File: config.mk
export PLATFORM = sky130hd
export DESIGN_NAME = de_pipe_reg_flat
export DESIGN_NICKNAME = d
export VERILOG_FILES = /design/src/rtl/de_pipe_reg_pkg.sv /design/src/rtl/de_pipe_reg_if.sv /design/src/rtl/de_pipe_reg_pipe_reg.sv /design/src/rtl/de_pipe_reg.sv /design/src/flat_wrapper.sv
export SDC_FILE = /design/constraint.sdc
export NUM_CORES = 1
export LEC_CHECK = 0
export ABC_CLOCK_PERIOD_IN_PS = 2250
export BUFFER_PORTS_ARGS = -buffer_cell sky130_fd_sc_hd__buf_2
export CORE_ASPECT_RATIO = 0.6
export CORE_UTILIZATION = 43
export DETAILED_ROUTE_END_ITERATION = 12
export GPL_TIMING_DRIVEN = 0
export HOLD_SLACK_MARGIN = 0.12
export PLACE_DENSITY = 0.75
export SLEW_MARGIN = 10
export SYNTH_ARGS = -nofsm -noshare
export SYNTH_HDL_FRONTEND = slang
export SYNTH_HIERARCHICAL = 1
export SYNTH_SLANG_ARGS = --single-unit
File: constraint.sdc
create_clock -name clk -period 2.25 [get_ports clk]
set_input_delay 0.675 -clock clk [delete_from_list [all_inputs] [get_ports clk]]
set_output_delay 0.675 -clock clk [all_outputs]
set_load 0.01 [all_outputs]
File: src/rtl/de_pipe_reg_pkg.sv
// Purpose: shared constants and helpers for the D->E pipeline register.
//   DW/TW          : datapath and Tnew counter widths
//   wd_sel_e       : MUX_regWD encodings (ALU, mem, link, ext)
//   TNEW_*         : cycles-until-result values per result source
//   tnew_lookup()  : Tnew assigned to an instruction as it enters E
package de_pipe_reg_pkg;

  localparam int DW = 32;
  localparam int TW = 2;

  typedef enum logic [1:0] {
    WD_ALU  = 2'd0,
    WD_MEM  = 2'd1,
    WD_LINK = 2'd2,
    WD_EXT  = 2'd3
  } wd_sel_e;

  localparam logic [TW-1:0] TNEW_NONE = 2'd0;
  localparam logic [TW-1:0] TNEW_ALU  = 2'd1;
  localparam logic [TW-1:0] TNEW_MEM  = 2'd2;

  // Link and ext results are already known in E, so they carry Tnew 0.
  // An instruction that does not write a register never needs forwarding.
  function automatic logic [TW-1:0] tnew_lookup(input logic regwe, input logic [1:0] wd);
    logic [TW-1:0] t;
    t = TNEW_NONE;
    if (regwe) begin
      case (wd_sel_e'(wd))
        WD_ALU:  t = TNEW_ALU;
        WD_MEM:  t = TNEW_MEM;
        default: t = TNEW_NONE;
      endcase
    end else begin
      t = TNEW_NONE;
    end
    return t;
  endfunction

endpackage

File: src/rtl/de_pipe_reg_if.sv
// Purpose: bundle of the D-stage inputs, the hazard-unit controls (en, bubble)
// and the E-stage outputs of the D->E pipeline register.
//   master : drives en/bubble/d_*, observes e_*  (decoder side / bench)
//   slave  : the pipeline register itself
interface de_pipe_reg_if;
  import de_pipe_reg_pkg::*;

  logic          en;
  logic          bubble;
  logic [DW-1:0] d_pc;
  logic [DW-1:0] d_rs_data;
  logic [DW-1:0] d_rt_data;
  logic [DW-1:0] d_ext;
  logic          d_regWE;
  logic          d_memWE;
  logic          d_memMode;
  logic [1:0]    d_MUX_regWD;
  logic [1:0]    d_MUX_aluSrc;
  logic [2:0]    d_aluMode;
  logic [4:0]    d_regRA1;
  logic [4:0]    d_regRA2;
  logic [4:0]    d_regWA;

  logic [DW-1:0] e_pc;
  logic [DW-1:0] e_rs_data;
  logic [DW-1:0] e_rt_data;
  logic [DW-1:0] e_ext;
  logic          e_regWE;
  logic          e_memWE;
  logic          e_memMode;
  logic [1:0]    e_MUX_regWD;
  logic [1:0]    e_MUX_aluSrc;
  logic [2:0]    e_aluMode;
  logic [4:0]    e_regRA1;
  logic [4:0]    e_regRA2;
  logic [4:0]    e_regWA;
  logic [TW-1:0] e_tnew;
  logic [TW-1:0] e_tnew_m;
  logic          e_fwd_valid;
  logic [DW-1:0] e_fwd_data;

  modport master (
    output en, bubble, d_pc, d_rs_data, d_rt_data, d_ext, d_regWE, d_memWE,
           d_memMode, d_MUX_regWD, d_MUX_aluSrc, d_aluMode, d_regRA1, d_regRA2, d_regWA,
    input  e_pc, e_rs_data, e_rt_data, e_ext, e_regWE, e_memWE, e_memMode,
           e_MUX_regWD, e_MUX_aluSrc, e_aluMode, e_regRA1, e_regRA2, e_regWA,
           e_tnew, e_tnew_m, e_fwd_valid, e_fwd_data
  );

  modport slave (
    input  en, bubble, d_pc, d_rs_data, d_rt_data, d_ext, d_regWE, d_memWE,
           d_memMode, d_MUX_regWD, d_MUX_aluSrc, d_aluMode, d_regRA1, d_regRA2, d_regWA,
    output e_pc, e_rs_data, e_rt_data, e_ext, e_regWE, e_memWE, e_memMode,
           e_MUX_regWD, e_MUX_aluSrc, e_aluMode, e_regRA1, e_regRA2, e_regWA,
           e_tnew, e_tnew_m, e_fwd_valid, e_fwd_data
  );

endinterface

File: src/rtl/de_pipe_reg_pipe_reg.sv
// Purpose: generic W-bit pipeline register.
//   clk   : rising-edge clock
//   rst_n : asynchronous active-low reset to zero
//   i_clr : synchronous clear (bubble), beats i_en
//   i_en  : load i_d on this edge
//   i_d   : next value
//   o_q   : registered value
module pipe_reg #(
  parameter int W = 8
) (
  input  logic         clk,
  input  logic         rst_n,
  input  logic         i_clr,
  input  logic         i_en,
  input  logic [W-1:0] i_d,
  output logic [W-1:0] o_q
);

  logic [W-1:0] r_q;

  // Register with priority reset > clear > load > hold.
  always_ff @(posedge clk or negedge rst_n) begin
    if (!rst_n) begin
      r_q <= '0;
    end else if (i_clr) begin
      r_q <= '0;
    end else if (i_en) begin
      r_q <= i_d;
    end else begin
      r_q <= r_q;
    end
  end

  assign o_q = r_q;

endmodule

File: src/rtl/de_pipe_reg.sv
// Purpose: D->E pipeline register of the five-stage MIPS core. Captures the
// decoder bundle, operands, PC and immediate; tracks Tnew of the instruction in
// E and offers its result for forwarding when it is already known.
//   clk   : rising-edge clock
//   rst_n : asynchronous active-low reset
//   bus   : de_pipe_reg_if.slave (en, bubble, d_* in; e_*, tnew, fwd out)
module de_pipe_reg
  import de_pipe_reg_pkg::*;
(
  input  logic         clk,
  input  logic         rst_n,
  de_pipe_reg_if.slave bus
);

  localparam int CW = 25 + TW;

  logic          w_regwe_cap;
  logic [TW-1:0] w_tnew_cap;
  logic [CW-1:0] w_ctrl_d;
  logic [CW-1:0] w_ctrl_q;
  logic [4*DW-1:0] w_data_d;
  logic [4*DW-1:0] w_data_q;

  logic [DW-1:0] w_pc_q;
  logic [DW-1:0] w_ext_q;
  logic          w_regwe_q;
  logic [1:0]    w_wd_q;
  logic [TW-1:0] w_tnew_q;
  logic [TW-1:0] w_tnew_m;
  logic          w_fwd_valid;
  logic [DW-1:0] w_fwd_data;

  // Writes to $0 are dropped at capture so nothing downstream ever forwards them.
  assign w_regwe_cap = bus.d_regWE & (bus.d_regWA != 5'd0);
  assign w_tnew_cap  = tnew_lookup(w_regwe_cap, bus.d_MUX_regWD);

  assign w_ctrl_d = {w_regwe_cap, bus.d_memWE, bus.d_memMode, bus.d_MUX_regWD,
                     bus.d_MUX_aluSrc, bus.d_aluMode, bus.d_regRA1, bus.d_regRA2,
                     bus.d_regWA, w_tnew_cap};
  assign w_data_d = {bus.d_pc, bus.d_rs_data, bus.d_rt_data, bus.d_ext};

  pipe_reg #(.W(CW)) u_ctrl (
    .clk   (clk),
    .rst_n (rst_n),
    .i_clr (bus.bubble),
    .i_en  (bus.en),
    .i_d   (w_ctrl_d),
    .o_q   (w_ctrl_q)
  );

  pipe_reg #(.W(4*DW)) u_data (
    .clk   (clk),
    .rst_n (rst_n),
    .i_clr (bus.bubble),
    .i_en  (bus.en),
    .i_d   (w_data_d),
    .o_q   (w_data_q)
  );

  assign {w_regwe_q, bus.e_memWE, bus.e_memMode, w_wd_q, bus.e_MUX_aluSrc,
          bus.e_aluMode, bus.e_regRA1, bus.e_regRA2, bus.e_regWA, w_tnew_q} = w_ctrl_q;
  assign {w_pc_q, bus.e_rs_data, bus.e_rt_data, w_ext_q} = w_data_q;

  // Tnew seen by M one cycle later; saturates at zero instead of wrapping.
  always_comb begin
    w_tnew_m = '0;
    if (w_tnew_q == '0) begin
      w_tnew_m = '0;
    end else begin
      w_tnew_m = w_tnew_q - TW'(1);
    end
  end

  // Forward data depends only on registered state; PC+8 wraps modulo 2^DW.
  always_comb begin
    w_fwd_data = '0;
    case (wd_sel_e'(w_wd_q))
      WD_LINK: w_fwd_data = w_pc_q + 32'd8;
      WD_EXT:  w_fwd_data = w_ext_q;
      default: w_fwd_data = '0;
    endcase
  end

  assign w_fwd_valid = w_regwe_q & (w_tnew_q == TNEW_NONE);

  assign bus.e_pc        = w_pc_q;
  assign bus.e_ext       = w_ext_q;
  assign bus.e_regWE     = w_regwe_q;
  assign bus.e_MUX_regWD = w_wd_q;
  assign bus.e_tnew      = w_tnew_q;
  assign bus.e_tnew_m    = w_tnew_m;
  assign bus.e_fwd_valid = w_fwd_valid;
  assign bus.e_fwd_data  = w_fwd_data;

endmodule

File: src/flat_wrapper.sv
// flat-port wrapper written by rule: the top's interface ports become plain ports
module de_pipe_reg_flat import de_pipe_reg_pkg::*;
  (clk, rst_n, bus_en, bus_bubble, bus_d_pc, bus_d_rs_data, bus_d_rt_data, bus_d_ext, bus_d_regWE, bus_d_memWE, bus_d_memMode, bus_d_MUX_regWD, bus_d_MUX_aluSrc, bus_d_aluMode, bus_d_regRA1, bus_d_regRA2, bus_d_regWA, bus_e_pc, bus_e_rs_data, bus_e_rt_data, bus_e_ext, bus_e_regWE, bus_e_memWE, bus_e_memMode, bus_e_MUX_regWD, bus_e_MUX_aluSrc, bus_e_aluMode, bus_e_regRA1, bus_e_regRA2, bus_e_regWA, bus_e_tnew, bus_e_tnew_m, bus_e_fwd_valid, bus_e_fwd_data);
  de_pipe_reg_if bus_i ();
  input  logic clk;
  input  logic rst_n;
  input wire logic [$bits(bus_i.en)-1:0] bus_en;
  input wire logic [$bits(bus_i.bubble)-1:0] bus_bubble;
  input wire logic [$bits(bus_i.d_pc)-1:0] bus_d_pc;
  input wire logic [$bits(bus_i.d_rs_data)-1:0] bus_d_rs_data;
  input wire logic [$bits(bus_i.d_rt_data)-1:0] bus_d_rt_data;
  input wire logic [$bits(bus_i.d_ext)-1:0] bus_d_ext;
  input wire logic [$bits(bus_i.d_regWE)-1:0] bus_d_regWE;
  input wire logic [$bits(bus_i.d_memWE)-1:0] bus_d_memWE;
  input wire logic [$bits(bus_i.d_memMode)-1:0] bus_d_memMode;
  input wire logic [$bits(bus_i.d_MUX_regWD)-1:0] bus_d_MUX_regWD;
  input wire logic [$bits(bus_i.d_MUX_aluSrc)-1:0] bus_d_MUX_aluSrc;
  input wire logic [$bits(bus_i.d_aluMode)-1:0] bus_d_aluMode;
  input wire logic [$bits(bus_i.d_regRA1)-1:0] bus_d_regRA1;
  input wire logic [$bits(bus_i.d_regRA2)-1:0] bus_d_regRA2;
  input wire logic [$bits(bus_i.d_regWA)-1:0] bus_d_regWA;
  output wire logic [$bits(bus_i.e_pc)-1:0] bus_e_pc;
  output wire logic [$bits(bus_i.e_rs_data)-1:0] bus_e_rs_data;
  output wire logic [$bits(bus_i.e_rt_data)-1:0] bus_e_rt_data;
  output wire logic [$bits(bus_i.e_ext)-1:0] bus_e_ext;
  output wire logic [$bits(bus_i.e_regWE)-1:0] bus_e_regWE;
  output wire logic [$bits(bus_i.e_memWE)-1:0] bus_e_memWE;
  output wire logic [$bits(bus_i.e_memMode)-1:0] bus_e_memMode;
  output wire logic [$bits(bus_i.e_MUX_regWD)-1:0] bus_e_MUX_regWD;
  output wire logic [$bits(bus_i.e_MUX_aluSrc)-1:0] bus_e_MUX_aluSrc;
  output wire logic [$bits(bus_i.e_aluMode)-1:0] bus_e_aluMode;
  output wire logic [$bits(bus_i.e_regRA1)-1:0] bus_e_regRA1;
  output wire logic [$bits(bus_i.e_regRA2)-1:0] bus_e_regRA2;
  output wire logic [$bits(bus_i.e_regWA)-1:0] bus_e_regWA;
  output wire logic [$bits(bus_i.e_tnew)-1:0] bus_e_tnew;
  output wire logic [$bits(bus_i.e_tnew_m)-1:0] bus_e_tnew_m;
  output wire logic [$bits(bus_i.e_fwd_valid)-1:0] bus_e_fwd_valid;
  output wire logic [$bits(bus_i.e_fwd_data)-1:0] bus_e_fwd_data;
  assign bus_i.en = bus_en;
  assign bus_i.bubble = bus_bubble;
  assign bus_i.d_pc = bus_d_pc;
  assign bus_i.d_rs_data = bus_d_rs_data;
  assign bus_i.d_rt_data = bus_d_rt_data;
  assign bus_i.d_ext = bus_d_ext;
  assign bus_i.d_regWE = bus_d_regWE;
  assign bus_i.d_memWE = bus_d_memWE;
  assign bus_i.d_memMode = bus_d_memMode;
  assign bus_i.d_MUX_regWD = bus_d_MUX_regWD;
  assign bus_i.d_MUX_aluSrc = bus_d_MUX_aluSrc;
  assign bus_i.d_aluMode = bus_d_aluMode;
  assign bus_i.d_regRA1 = bus_d_regRA1;
  assign bus_i.d_regRA2 = bus_d_regRA2;
  assign bus_i.d_regWA = bus_d_regWA;
  assign bus_e_pc = bus_i.e_pc;
  assign bus_e_rs_data = bus_i.e_rs_data;
  assign bus_e_rt_data = bus_i.e_rt_data;
  assign bus_e_ext = bus_i.e_ext;
  assign bus_e_regWE = bus_i.e_regWE;
  assign bus_e_memWE = bus_i.e_memWE;
  assign bus_e_memMode = bus_i.e_memMode;
  assign bus_e_MUX_regWD = bus_i.e_MUX_regWD;
  assign bus_e_MUX_aluSrc = bus_i.e_MUX_aluSrc;
  assign bus_e_aluMode = bus_i.e_aluMode;
  assign bus_e_regRA1 = bus_i.e_regRA1;
  assign bus_e_regRA2 = bus_i.e_regRA2;
  assign bus_e_regWA = bus_i.e_regWA;
  assign bus_e_tnew = bus_i.e_tnew;
  assign bus_e_tnew_m = bus_i.e_tnew_m;
  assign bus_e_fwd_valid = bus_i.e_fwd_valid;
  assign bus_e_fwd_data = bus_i.e_fwd_data;
  de_pipe_reg u_core (.clk(clk), .rst_n(rst_n), .bus(bus_i));
endmodule
== Word level (Yosys, flattened, before mapping) ==
Index checks and enable logic that the tools add are counted.

* Output and inout port bits: 190
* Register bits after elaboration: 155
* Input bits: 157
* Logic and storage cells: 21

* Bitwise gates (word level): 2
* Muxes and demuxes: 8
* Reductions and logical operators: 4
* Eq/ne operators: 3
* $add $sub $neg: 2

{| class="wikitable"
|+ Operators by type and width
! cell !! count
|-
| 128-bit 2-to-1 mux || 2
|-
| 32-bit one-hot mux with 2 select lines || 1
|-
| 27-bit 2-to-1 mux || 2
|-
| 32-bit by 4-bit adder with 32-bit output, second input constant || 1
|-
| 5-bit nonzero test || 1
|-
| 2-bit equality test, second input constant || 2
|-
| 2-bit logical NOT || 2
|-
| 2-bit 2-to-1 mux || 2
|-
| 2-bit one-hot mux with 2 select lines || 1
|-
| 1-bit bitwise AND || 2
|-
| 2-bit by 1-bit equality test with 1-bit output, second input constant || 1
|-
| 2-bit nonzero test || 1
|-
| 2-bit by 1-bit subtractor with 2-bit output, second input constant || 1
|}

== Longest topological paths before layout ==
Gate-level depths: netlist (run 1).

* Depth in word-level cells: 5
* Depth in mapped cells: 6
* Depth with buffers taken out: 5

== Hierarchy ==
Netlist (run 1), hierarchy kept.

{| class="wikitable"
|+ By module, submodules not included
! module !! area an instance (sq um) !! times used !! seq. area each (sq um) !! cells an instance
|-
| pipe_reg at u_core.u_data || 5292.6 || 1 || 3203.1 || 412
|-
| de_pipe_reg || 1161.1 || 1 || 0.0 || 186
|-
| pipe_reg at u_core.u_ctrl || 1113.6 || 1 || 675.6 || 87
|}

== Worst setup path before layout (run 1) ==
No wires, ideal clock.

* Path type: register -> output
* From: reg u_core.u_data.r_q[112] (netlist: u_core/u_data/o_q[112])
* To: out bus_e_fwd_data[31]
* Setup slack: -0.451 ns
* Data arrival time: 2.026 ns
* Buffers on the path: 1
* Cell stages (with the launch flop): 6
* Required time: 1.575 ns
* Cells stage by stage: dfrtp_1 -> nand3_1 -> or4_1 -> buf_2 -> o311a_2 -> nor4b_1

* Word-level cells in the longest chain between the ends: 2

{| class="wikitable"
|+ Ends and longest elaborated chain
! what !! line !! RTL
|-
| start, declared || de_pipe_reg_pipe_reg.sv:19 || <nowiki>logic [W-1:0] r_q;</nowiki>
|-
| start signal, assigned || de_pipe_reg_pipe_reg.sv:28 || <nowiki>r_q <= i_d;</nowiki>
|-
| start signal, assigned || de_pipe_reg_pipe_reg.sv:30 || <nowiki>r_q <= r_q;</nowiki>
|-
| 32-bit by 4-bit adder with 32-bit output || de_pipe_reg.sv:78 || <nowiki>WD_LINK: w_fwd_data = w_pc_q + 32'd8;</nowiki>
|-
| 32-bit one-hot mux with 2 select lines || de_pipe_reg.sv:77 || <nowiki>case (wd_sel_e'(w_wd_q))</nowiki>
|-
| end, declared || flat_wrapper.sv:38 || <nowiki>output wire logic [$bits(bus_i.e_fwd_data)-1:0] bus_e_fwd_data;</nowiki>
|}

No other way between the ends.

== Worst setup path after layout (run 1) ==
* From: reg u_core.u_data.r_q[105] (netlist: u_core/u_data/o_q[105])
* To: out bus_e_fwd_data[22]

The elaborated chain is that of the path after synthesis.

==> impl_results.md, run 1 <==
* Outcome: finished with violations
* Failing checks: negative setup slack
* Core area at between 0.015 and 0.02 mm^2
* Worst R2R Path Depth at 6
* Detailed Routing Iterations Pass 1 at 5
* H-Tree Depth at 4
* Sink count of the clock tree at roughly 160
* Post-place setup slack at -0.5941 ns
* Max cap viols at 0
* Synth top area cells: dfrtp_1 (51%), mux2i_1 (21%), nor2_1 (7.9%)
* Slew Viols, Final at 0
* Initial DRC Count at between 500 and 600
* DP HPWL at 17890 um
* Final Setup Violations at 27
* Fin area at about 0.011 mm^2
* Worst VDD drop at 0.0004509 V
* WP data required at about 1.6 ns
* Distinct cells, synth at 42
* Post-CTS Hold Buffers at 0
* Final Hold Vio Count at 0
* Fill cell count at 1399
* First-pass GRT wire length at 38410 um
* Aggregate routed wire length at between 20000 and 30000 um
* Number of I/O pins at 347
* Reg area at roughly 0.0039 mm^2
* Hold WS at approximately 0.18 ns
* Fmax at ~330 MHz
* Die Ht at 104.8 um
* Synth Flop Type: dfrtp_1
* Crit path DAT at 2.38 ns
* WS Path Type: flop to output port
* Clock transition at the registers of the reported paths at 0.07 ns
* Adder-cell area share of the yosys netlist at less than 1%
* Placed cell count at between 1000 and 1500
* Total grt overflow at 0
* R2r endpoint: u_core/u_data/o_q[105]
* Worst-margin pin slew at around 0.54 ns
* Setup repair after global routing missed its margin: yes
* Die area at 0.01815 mm^2
* Vias at roughly 7000
* Leakage power at ~6.1 nW
* Clk root buf: clkbuf_16
* Mux share of post-synthesis cell area at approximately a fifth
* Power Density at around 620 mW/mm^2
* Post-synthesis cell area at between 0.007 and 0.008 mm^2
* Worst path cell trace: nand3_2 -> or4_4 -> buf_6 -> or4_4 -> a31oi_4 -> buf_6
* Synth Area in XOR/XNOR at under 10%
* Fin crit period at between 3 and 4 ns
* Clk buf depth at 2
* Setup TNS at -13.49 ns
* Post-Syn Instances at between 600 and 700
* CP endpoint kind: output port
* Area of the multi-input gates at ~0.0036 mm^2
* Fin cells at approximately 1400
* Clock skew at 0 ns
* Final design utilization at 65.63%
* Setup crit start kind: flop
* RD Place Congestion at just over 0.9
* Area grow syn2layout at 48.96%
* Worst r2r src: u_core/u_data/o_q[105]
* Final Cycle Share at 135.8%
* Power Total at 7.017 mW
* Reg2Reg Setup Slack at roughly 0.95 ns
* GR Util All Layers at between 20 and 30%
* Top cell type's share of synthesized area at between 50% and 60%
* Largest family of logic cells by synthesized area: multiplexers
* Area post-placement at 0.009749 mm^2
* Number of port buffers at 344
* Sequential fraction of the synthesis area at about half
* Crit-path slowest cell: or4_4
* Synthesized flop and latch total at between 150 and 200
* Synth Warn # at 6
* Nets at 1269
* Worst min-delay path category: primary input to asynchronous set/reset pin
* WL/cell at about 19 um
* Worst-Skew Late Latency at roughly 0.39 ns
* Avg Vias per Cell at between 5 and 6
* Post-synth top cells: mux2i_1 (159), nor2_1 (159), dfrtp_1 (155), o21ai_0 (23), clkbuf_1 (20)
* Antenna violations before repair at 3
* Mapped Nets at 843
* Largest net degree at the start of global routing at between 100 and 150
* Async set or reset register ratio after synthesis at 100.0%
* Max stage delay on crit path at 0.56 ns
* Worst setup margin at -0.8051 ns
* Post-synth EDFFs at 0
* Slew Limit Headroom at between 60% and 70%
* Vias in the first global route at 6802
* Row count at 37
* Die X at roughly 170 um
* Avg Synthesized Cell Area at 11.05 um^2
* CTS tree: yes
* TritonCTS buffer count at 17
* Post-synthesis simple-gate area fraction at 14.62%
* DR DRC count at 0
* Worst-path fanout max at 8
* Area leader, netlist: dfrtp_1
* Antenna viol nets, final at 0
* Initial Util at between 40% and 50%
* Compound-Gate Fraction of Synth Area at ~5.4%
* Fraction of layout cells with a size suffix above 1 at approximately half
## cell type report
| class | instances | share of cell area (%) |
|---|---|---|
| Multi-Input combinational cell | 478 | 32.21 |
| Tap cell | 234 | 2.597 |
| Clock buffer | 18 | 3.807 |
| Inverter | 6 | 0.1998 |
| Timing Repair Buffer | 408 | 20.98 |
| Clock inverter | 14 | 1.132 |
| Antenna cell | 1 | 0.02220 |
| Buffer | 45 | 4.384 |
| Sequential cell | 155 | 34.67 |
## routing by layer
metal	track usage [%]	part of all wire, %	up-vias
met5	0	0.090	-
met4	7.522	2.1	4
met3	6.841	7.9	45
met2	42.17	45	342
met1	38.44	44	3373
li1	-	-	3251
## report_power, final
part / leakage (nW) / internal (mW) / switching, mW
clock network: 0.260 / 1.46 / 1.28
registers: 2.02 / 2.95 / 0.128
logic: 3.84 / 0.568 / 0.644
## sequential cells by signal, summed over array words and instances (netlist names)
signal	cells
u_core/u_ctrl/o_q	27
u_core/u_data/o_q	128
## kinds of logic after synthesis
kind of cell / Yosys count
adder cells (fa/ha/maj): 1
XOR/XNOR: 11
AND/OR/NAND/NOR: 244
multiplexers: 159
flip-flops: 155
buffers and inverters: 52
AO/OA/AOI/OAI: 63
## critical path: cells and delay by family, from the launching register on
| kind | cells | cell delay (ns) |
|---|---|---|
| buffers and inverters | 2 | 0.29 |
| flip-flops | 1 | 0.39 |
| AO/OA/AOI/OAI | 1 | 0.20 |
| AND/OR/NAND/NOR | 3 | 1.10 |
## cell usage in the layout (no fill, tap or decap), types with 5 or more instances in the layout
cell       count
a21oi_1        7
buf_12        15
buf_2        340
buf_4         42
buf_6         32
clkbuf_1      13
clkbuf_16     17
dfrtp_1      132
dfrtp_2       23
inv_1          5
inv_6          6
mux2i_1      159
nand2_1       10
nand3_1        5
nand4_1        9
nor2_1       158
nor2b_1        9
o211a_1        6
o21ai_0       21
o31ai_1        5
or4_4          5
xnor2_1        6
## worst max-delay path by stage
stage | startpoint | end | slack, ns
after CTS | u_core/u_data/o_q[105] | bus_e_fwd_data[22] | -0.82
after global placement | rst_n | u_core/u_data/o_q[114] | -2.11
after global routing | u_core/u_data/o_q[112] | bus_e_fwd_data[22] | -0.84
after floorplan | u_core/u_data/o_q[111] | bus_e_fwd_data[22] | -0.32
after detailed placement | u_core/u_data/o_q[99] | bus_e_fwd_data[31] | -0.59
final | u_core/u_data/o_q[105] | bus_e_fwd_data[22] | -0.81
## repair_timing
action	CTS	global route
pin swaps	24	38
gates resized for setup	72	50
setup buffers	43	24
setup endpoints to repair	32	32
(Power assumes the default switching activity.)
==> run 2, diff against run 1 <==
--- a/config.mk
+++ b/config.mk
@@ -18,3 +18,4 @@
 export SYNTH_HDL_FRONTEND = slang
 export SYNTH_HIERARCHICAL = 1
 export SYNTH_SLANG_ARGS = --single-unit
+export TNS_END_PERCENT = 5
==> run 2 against run 1 <==
The run still ends with negative setup slack left; sequential share of layout area is 2.1 points higher; wire length decreased by 5.9%; clock power rose by 8.4%; critical endpoint unchanged; largest cell class unchanged; total power is 1.9% higher; worst setup slack gained 0.066 ns.
==> impl_results.md, run 2 (same netlist as run 1, synthesis figures left out) <==
* Nets at 1227 (-3.3%)
* Die area at 0.01815 mm^2 (unchanged)
* Clock skew at 0 ns (unchanged)
* Post-CTS Hold Buffers at 0 (unchanged)
* Total grt overflow at 0 (unchanged)
* Final design utilization at 61.94% (-3.7 points)
* Fin area at 0.01064 mm^2 (-5.6%)
* DR DRC count at 0 (unchanged)
* Worst setup margin at -0.7389 ns (+0.06620 ns)
* Area grow syn2layout at 40.58%
* Core area at 0.01718 mm^2 (unchanged)
* Crit path max-delay family: simple AND/OR/NAND/NOR gates
* Row count at 37 (unchanged)
* Post-place setup slack at -0.5861 ns (+0.008029 ns)
* H-Tree Depth at 4 (unchanged)
* Worst path cell trace: nand3_2 -> or4_4 -> buf_6 -> or4_4 -> a31oi_4 -> buf_2
* Most frequent CP cell: or4_4
* Sink count of the clock tree at 155 (unchanged)
* Initial Util at 44.06% (unchanged)
* Crit-path slowest cell: or4_4
* CP endpoint kind: output port
* Largest net degree at the start of global routing at 95 (-7.8%)
* Fin cells at 1317 (-3.1%)
* Final Cycle Share at 132.8% (-2.9 points)
* Final Setup Violations at 25 (-7.4%)
* TritonCTS buffer count at 17 (unchanged)
* Clk root buf: clkbuf_16
* Fmax at 334.6 MHz (+2.2%)
* Setup TNS at -11.87 ns (+1.627 ns)
* Die Ht at 104.8 um (unchanged)
* Setup crit start kind: flop
* Power Density at 672.3 mW/mm^2 (+8.0%)
* Setup repair after global routing missed its margin: yes
* DP HPWL at 17890 um (about the same)
* CTS tree: yes
* WS Path Type: flop to output port
* GR Util All Layers at 26.27% (-1.1 points)
* Final Hold Vio Count at 0 (unchanged)
* Worst-margin pin slew at 0.5559 ns (+0.01135 ns)
* Slew Limit Headroom at 62.94% (-0.76 points)
* Avg Vias per Cell at 5.158 (about the same)
* Clock transition at the registers of the reported paths at 0.07 ns (about the same)
* Max cap viols at 0 (unchanged)
* WL/cell at 18.28 um (-2.9%)
* Worst VDD drop at 0.0004985 V (+11%)
* First-pass GRT wire length at 36670 um (-4.5%)
* Aggregate routed wire length at 24070 um (-5.9%)
* WP data required at 1.57 ns (about the same)
* Antenna violations before repair at 2 (-1)
* Slew Viols, Final at 0 (unchanged)
* Initial DRC Count at 511 (-13%)
* Clk buf depth at 2 (unchanged)
* Vias at 6793 (-3.2%)
* Fraction of layout cells with a size suffix above 1 at 44.55% (-4.4 points)
* Leakage power at 5.814 nW (-5.1%)
* Crit path DAT at 2.31 ns (-0.07 ns)
* Max stage delay on crit path at 0.54 ns (-0.02 ns)
* Die X at 173.3 um (unchanged)
* Fin crit period at 2.989 ns (-0.06620 ns)
* Commonest cells after routing, fill and taps aside: buf_2 (346), nor2_1 (158), mux2i_1 (158)
* Vias in the first global route at 6430 (-5.5%)
* Most common cell after layout, fill and taps aside: buf_2
* Crit path buf inv count at 2 (unchanged)
* Worst min-delay path category: primary input to asynchronous set/reset pin
* Area post-placement at 0.009667 mm^2 (-0.85%)
* Antenna viol nets, final at 0 (unchanged)
* Failing checks: negative setup slack
* Detailed Routing Iterations Pass 1 at 4 (-1)
* Worst-path fanout max at 7 (-1)
* Power Total at 7.152 mW (+1.9%)
* Placed cell count at 1264 (unchanged)
* RD Place Congestion at 0.9342 (+2.1%)
* Largest register FFs at 128 (unchanged)
* Hold WS at 0.1993 ns (+0.02350 ns)
* Number of port buffers at 344 (unchanged)
* Worst-Skew Late Latency at 0.40 ns (about the same)
* Outcome: finished with violations
* Number of I/O pins at 347 (unchanged)
[run 2: path summary, 6_finish.rpt]
| kind | start | end | slack (ns) | cells past startpoint |
|---|---|---|---|---|
| max in group asynchronous | rst_n | u_core/u_data/o_q[118] | 1.19 | 2 |
| min reg2reg | u_core/u_data/o_q[35] | u_core/u_data/o_q[35] | 0.52 | 2 |
| max | u_core/u_data/o_q[112] | bus_e_fwd_data[22] | -0.74 | 6 |
| min | rst_n | u_core/u_data/o_q[95] | 0.20 | 1 |
| min in group clk | bus_d_memMode | u_core/u_ctrl/o_q[24] | 0.51 | 3 |
| max reg2reg | u_core/u_data/o_q[107] | u_core/u_data/o_q[107] | 1.33 | 3 |
[run 2: power breakdown]
part	internal (mW)	leakage (nW)	switching [mW]
Combinational	0.516	3.50	0.588
Clock	1.69	0.293	1.28
Sequential	2.95	2.02	0.140
Total	5.15	5.81	2.00
[run 2: what timing repair did]
action,in CTS,in global routing
resized for setup,44,25
buffers inserted,13,8
endpoints found under the setup margin,32,32
pin swaps,12,18
gates cloned,0,0
[run 2: worst reg2reg max path, stage by stage, from the launching register on]
cell and delay [ns]:
dfrtp_2 0.44, buf_4 0.17, mux2i_1 0.13, nor2_1 0.07
[run 2: cell type report]
cell class	instances	area, um^2
Fill cell	1519	6538
Sequential cell	155	3908
Multi-Input combinational cell	478	3374
Timing Repair Buffer	366	1941
Buffer	45	491.7
Clock buffer	18	429.2
Tap cell	234	292.8
Clock inverter	14	176.4
Inverter	6	22.52
Antenna cell	1	2.502
[run 2: layer usage]
metal	share of wire [%]	track usage, %
met1	45	37.50
met2	46	40.36
met3	7.2	6.259
met4	1.2	6.005
met5	0.042	0
==> run 3, diff against run 2 <==
--- a/config.mk
+++ b/config.mk
@@ -7,12 +7,14 @@
 export LEC_CHECK = 0
 export ABC_CLOCK_PERIOD_IN_PS = 2250
 export BUFFER_PORTS_ARGS = -buffer_cell sky130_fd_sc_hd__buf_2
+export CELL_PAD_IN_SITES_DETAIL_PLACEMENT = 1
+export CELL_PAD_IN_SITES_GLOBAL_PLACEMENT = 2
 export CORE_ASPECT_RATIO = 0.6
-export CORE_UTILIZATION = 43
+export CORE_UTILIZATION = 25
 export DETAILED_ROUTE_END_ITERATION = 12
 export GPL_TIMING_DRIVEN = 0
 export HOLD_SLACK_MARGIN = 0.12
-export PLACE_DENSITY = 0.75
+export PLACE_DENSITY = 0.74
 export SLEW_MARGIN = 10
 export SYNTH_ARGS = -nofsm -noshare
 export SYNTH_HDL_FRONTEND = slang
==> run 3 against run 2 <==
The flow still finishes with violations (negative setup slack); clock-buffer cell count up 2; final cell count is 12% higher; total power is 1.9% higher; global-route usage fell by 7.6 points; final area increased by 1.6%; non-clock buffer count fell by 6; worst hold slack better by 0.018 ns.
==> impl_results.md, run 3 (same netlist as run 1, synthesis figures left out) <==
* Outcome: finished with violations
* Failing checks: negative setup slack
* WP data required at 1.57 ns (about the same)
* Fill cell count at 3388 (+120%)
* Setup repair after global routing missed its margin: yes
* Setup TNS at -13.69 ns (-1.826 ns)
* Worst setup margin at -0.8519 ns (-0.1131 ns)
* Die Ht at 136.8 um (+31%)
* Clock skew at 0 ns (unchanged)
* Fraction of layout cells with a size suffix above 1 at 43.87% (-0.68 points)
* Max cap viols at 0 (unchanged)
* Antenna viol nets, final at 0 (unchanged)
* Initial DRC Count at 352 (-31%)
* Worst-margin pin slew at 0.6598 ns (+0.1039 ns)
* GR Util All Layers at 18.69% (-7.6 points)
* Reg2Reg Setup Slack at 1.30 ns (-0.03 ns)
* Crit path DAT at 2.43 ns (+0.12 ns)
* Slew Limit Headroom at 56.01% (-6.9 points)
* Area of the multi-input gates at 0.003348 mm^2 (-0.78%)
* WL/cell at 19.62 um (+7.3%)
* DP HPWL at 22190 um (+24%)
* Aggregate routed wire length at 29000 um (+20%)
* Clk root buf: clkbuf_16
* Crit-path slowest cell: or4_4
* Total grt overflow at 0 (unchanged)
* Commonest cells after routing, fill and taps aside: buf_2 (342), nor2_1 (159), mux2i_1 (158)
* Final Cycle Share at 137.9% (+5.0 points)
* Leakage power at 5.799 nW (-0.25%)
* Worst-Skew Late Latency at 0.43 ns (+0.03 ns)
* Worst min-delay path category: primary input to asynchronous set/reset pin
* Power Density at 674.3 mW/mm^2 (+0.30%)
* Setup crit start kind: flop
* Slew Viols, Final at 0 (unchanged)
* Core area at 0.02925 mm^2 (+70%)
* Worst VDD drop at 0.0004038 V (-19%)
* Reg area at 0.003906 mm^2 (about the same)
* Post-CTS Hold Buffers at 0 (unchanged)
* Most common cell after layout, fill and taps aside: buf_2
* Vias in the first global route at 7049 (+9.6%)
* Crit path max-delay family: simple AND/OR/NAND/NOR gates
* Worst path cell trace: nand3_2 -> or4_4 -> buf_6 -> or4_4 -> a31oi_4 -> buf_6
* CTS tree: yes
* Sink count of the clock tree at 155 (unchanged)
* Clock transition at the registers of the reported paths at 0.06 ns (about the same)
* Area grow syn2layout at 42.77%
* Fin crit period at 3.102 ns (+0.1131 ns)
* WS Path Type: flop to output port
* Initial Util at 25.87% (-18 points)
* H-Tree Depth at 4 (unchanged)
* TritonCTS buffer count at 17 (unchanged)
* DR DRC count at 0 (unchanged)
* Post-place setup slack at -0.7140 ns (-0.1279 ns)
* Worst-path fanout max at 10 (+3)
* Nets at 1221 (-0.49%)
* Final Hold Vio Count at 0 (unchanged)
* CP endpoint kind: output port
* Largest net degree at the start of global routing at 81 (-15%)
* Vias at 6794 (+0.015%)
* Antenna violations before repair at 2 (unchanged)
* Number of port buffers at 344 (unchanged)
* Detailed Routing Iterations Pass 1 at 4 (unchanged)
* Max stage delay on crit path at 0.55 ns (about the same)
* RD Place Congestion at 0.8069 (-14%)
* Fmax at 322.4 MHz (-3.6%)
* Die X at 226.6 um (+31%)
* Largest register FFs at 128 (unchanged)
* Final Setup Violations at 27 (+8.0%)
* Number of I/O pins at 347 (unchanged)
* Clk buf depth at 2 (unchanged)
* Crit path buf inv count at 2 (unchanged)
* First-pass GRT wire length at 43080 um (+17%)
* Avg Vias per Cell at 4.597 (-11%)
* Die area at 0.03099 mm^2 (+71%)
* Row count at 48 (+30%)
* Final design utilization at 36.94% (-25 points)
-- run 3: final cells by class --
class / instances / share of cell area [%]
antenna: 2 / 0.04632
buffer: 45 / 4.713
clock buffer: 20 / 4.134
clock inverter: 12 / 1.482
inverter: 6 / 0.2085
multi-input combinational: 478 / 30.99
sequential: 155 / 36.16
tap: 400 / 4.632
timing repair buffer: 360 / 17.64
-- run 3: final timing paths --
check / start / end / cells past startpoint
worst max-delay path: u_core/u_data/o_q[112] / bus_e_fwd_data[22] / 6
worst min-delay path: rst_n / u_core/u_data/o_q[115] / 1
worst max register to register: u_core/u_data/o_q[110] / u_core/u_data/o_q[110] / 3
worst min register to register: u_core/u_data/o_q[40] / u_core/u_data/o_q[40] / 2
max in group asynchronous: rst_n / u_core/u_ctrl/o_q[3] / 2
min in group clk: bus_d_ext[3] / u_core/u_data/o_q[3] / 3
-- run 3: layer usage --
layer	wire, um	track usage [%]	vias up	part of all wire [%]
li1	-	-	3153	-
met4	514	5.743	0	1.8
met2	12500	26.94	222	43
met3	2168	6.204	26	7.5
met1	13810	26.19	3393	48
met5	0	0	-	0
-- run 3: through the flow --
step,hold slack [ns],std cells,cell area [um^2],power (mW)
global placement,0.4956,1429,9831,4.213
detailed placement,0.5080,1430,9874,4.241
floorplan,0.3794,685,7609,3.667
finish,0.2171,1478,10800,7.285
CTS,0.2291,1476,10750,7.399
global route,0.2507,1476,10800,7.623
-- run 3: what timing repair did --
item	in CTS	in global routing
pin swaps	14	9
resized for setup	57	14
setup endpoints to repair	32	32
setup buffers	15	0
-- run 3: power breakdown --
group | total (mW) | switching [mW] | internal [mW]
Combinational | 1.13 | 0.613 | 0.515
Sequential | 3.09 | 0.144 | 2.95
Clock | 3.07 | 1.28 | 1.79
Total | 7.29 | 2.03 | 5.25
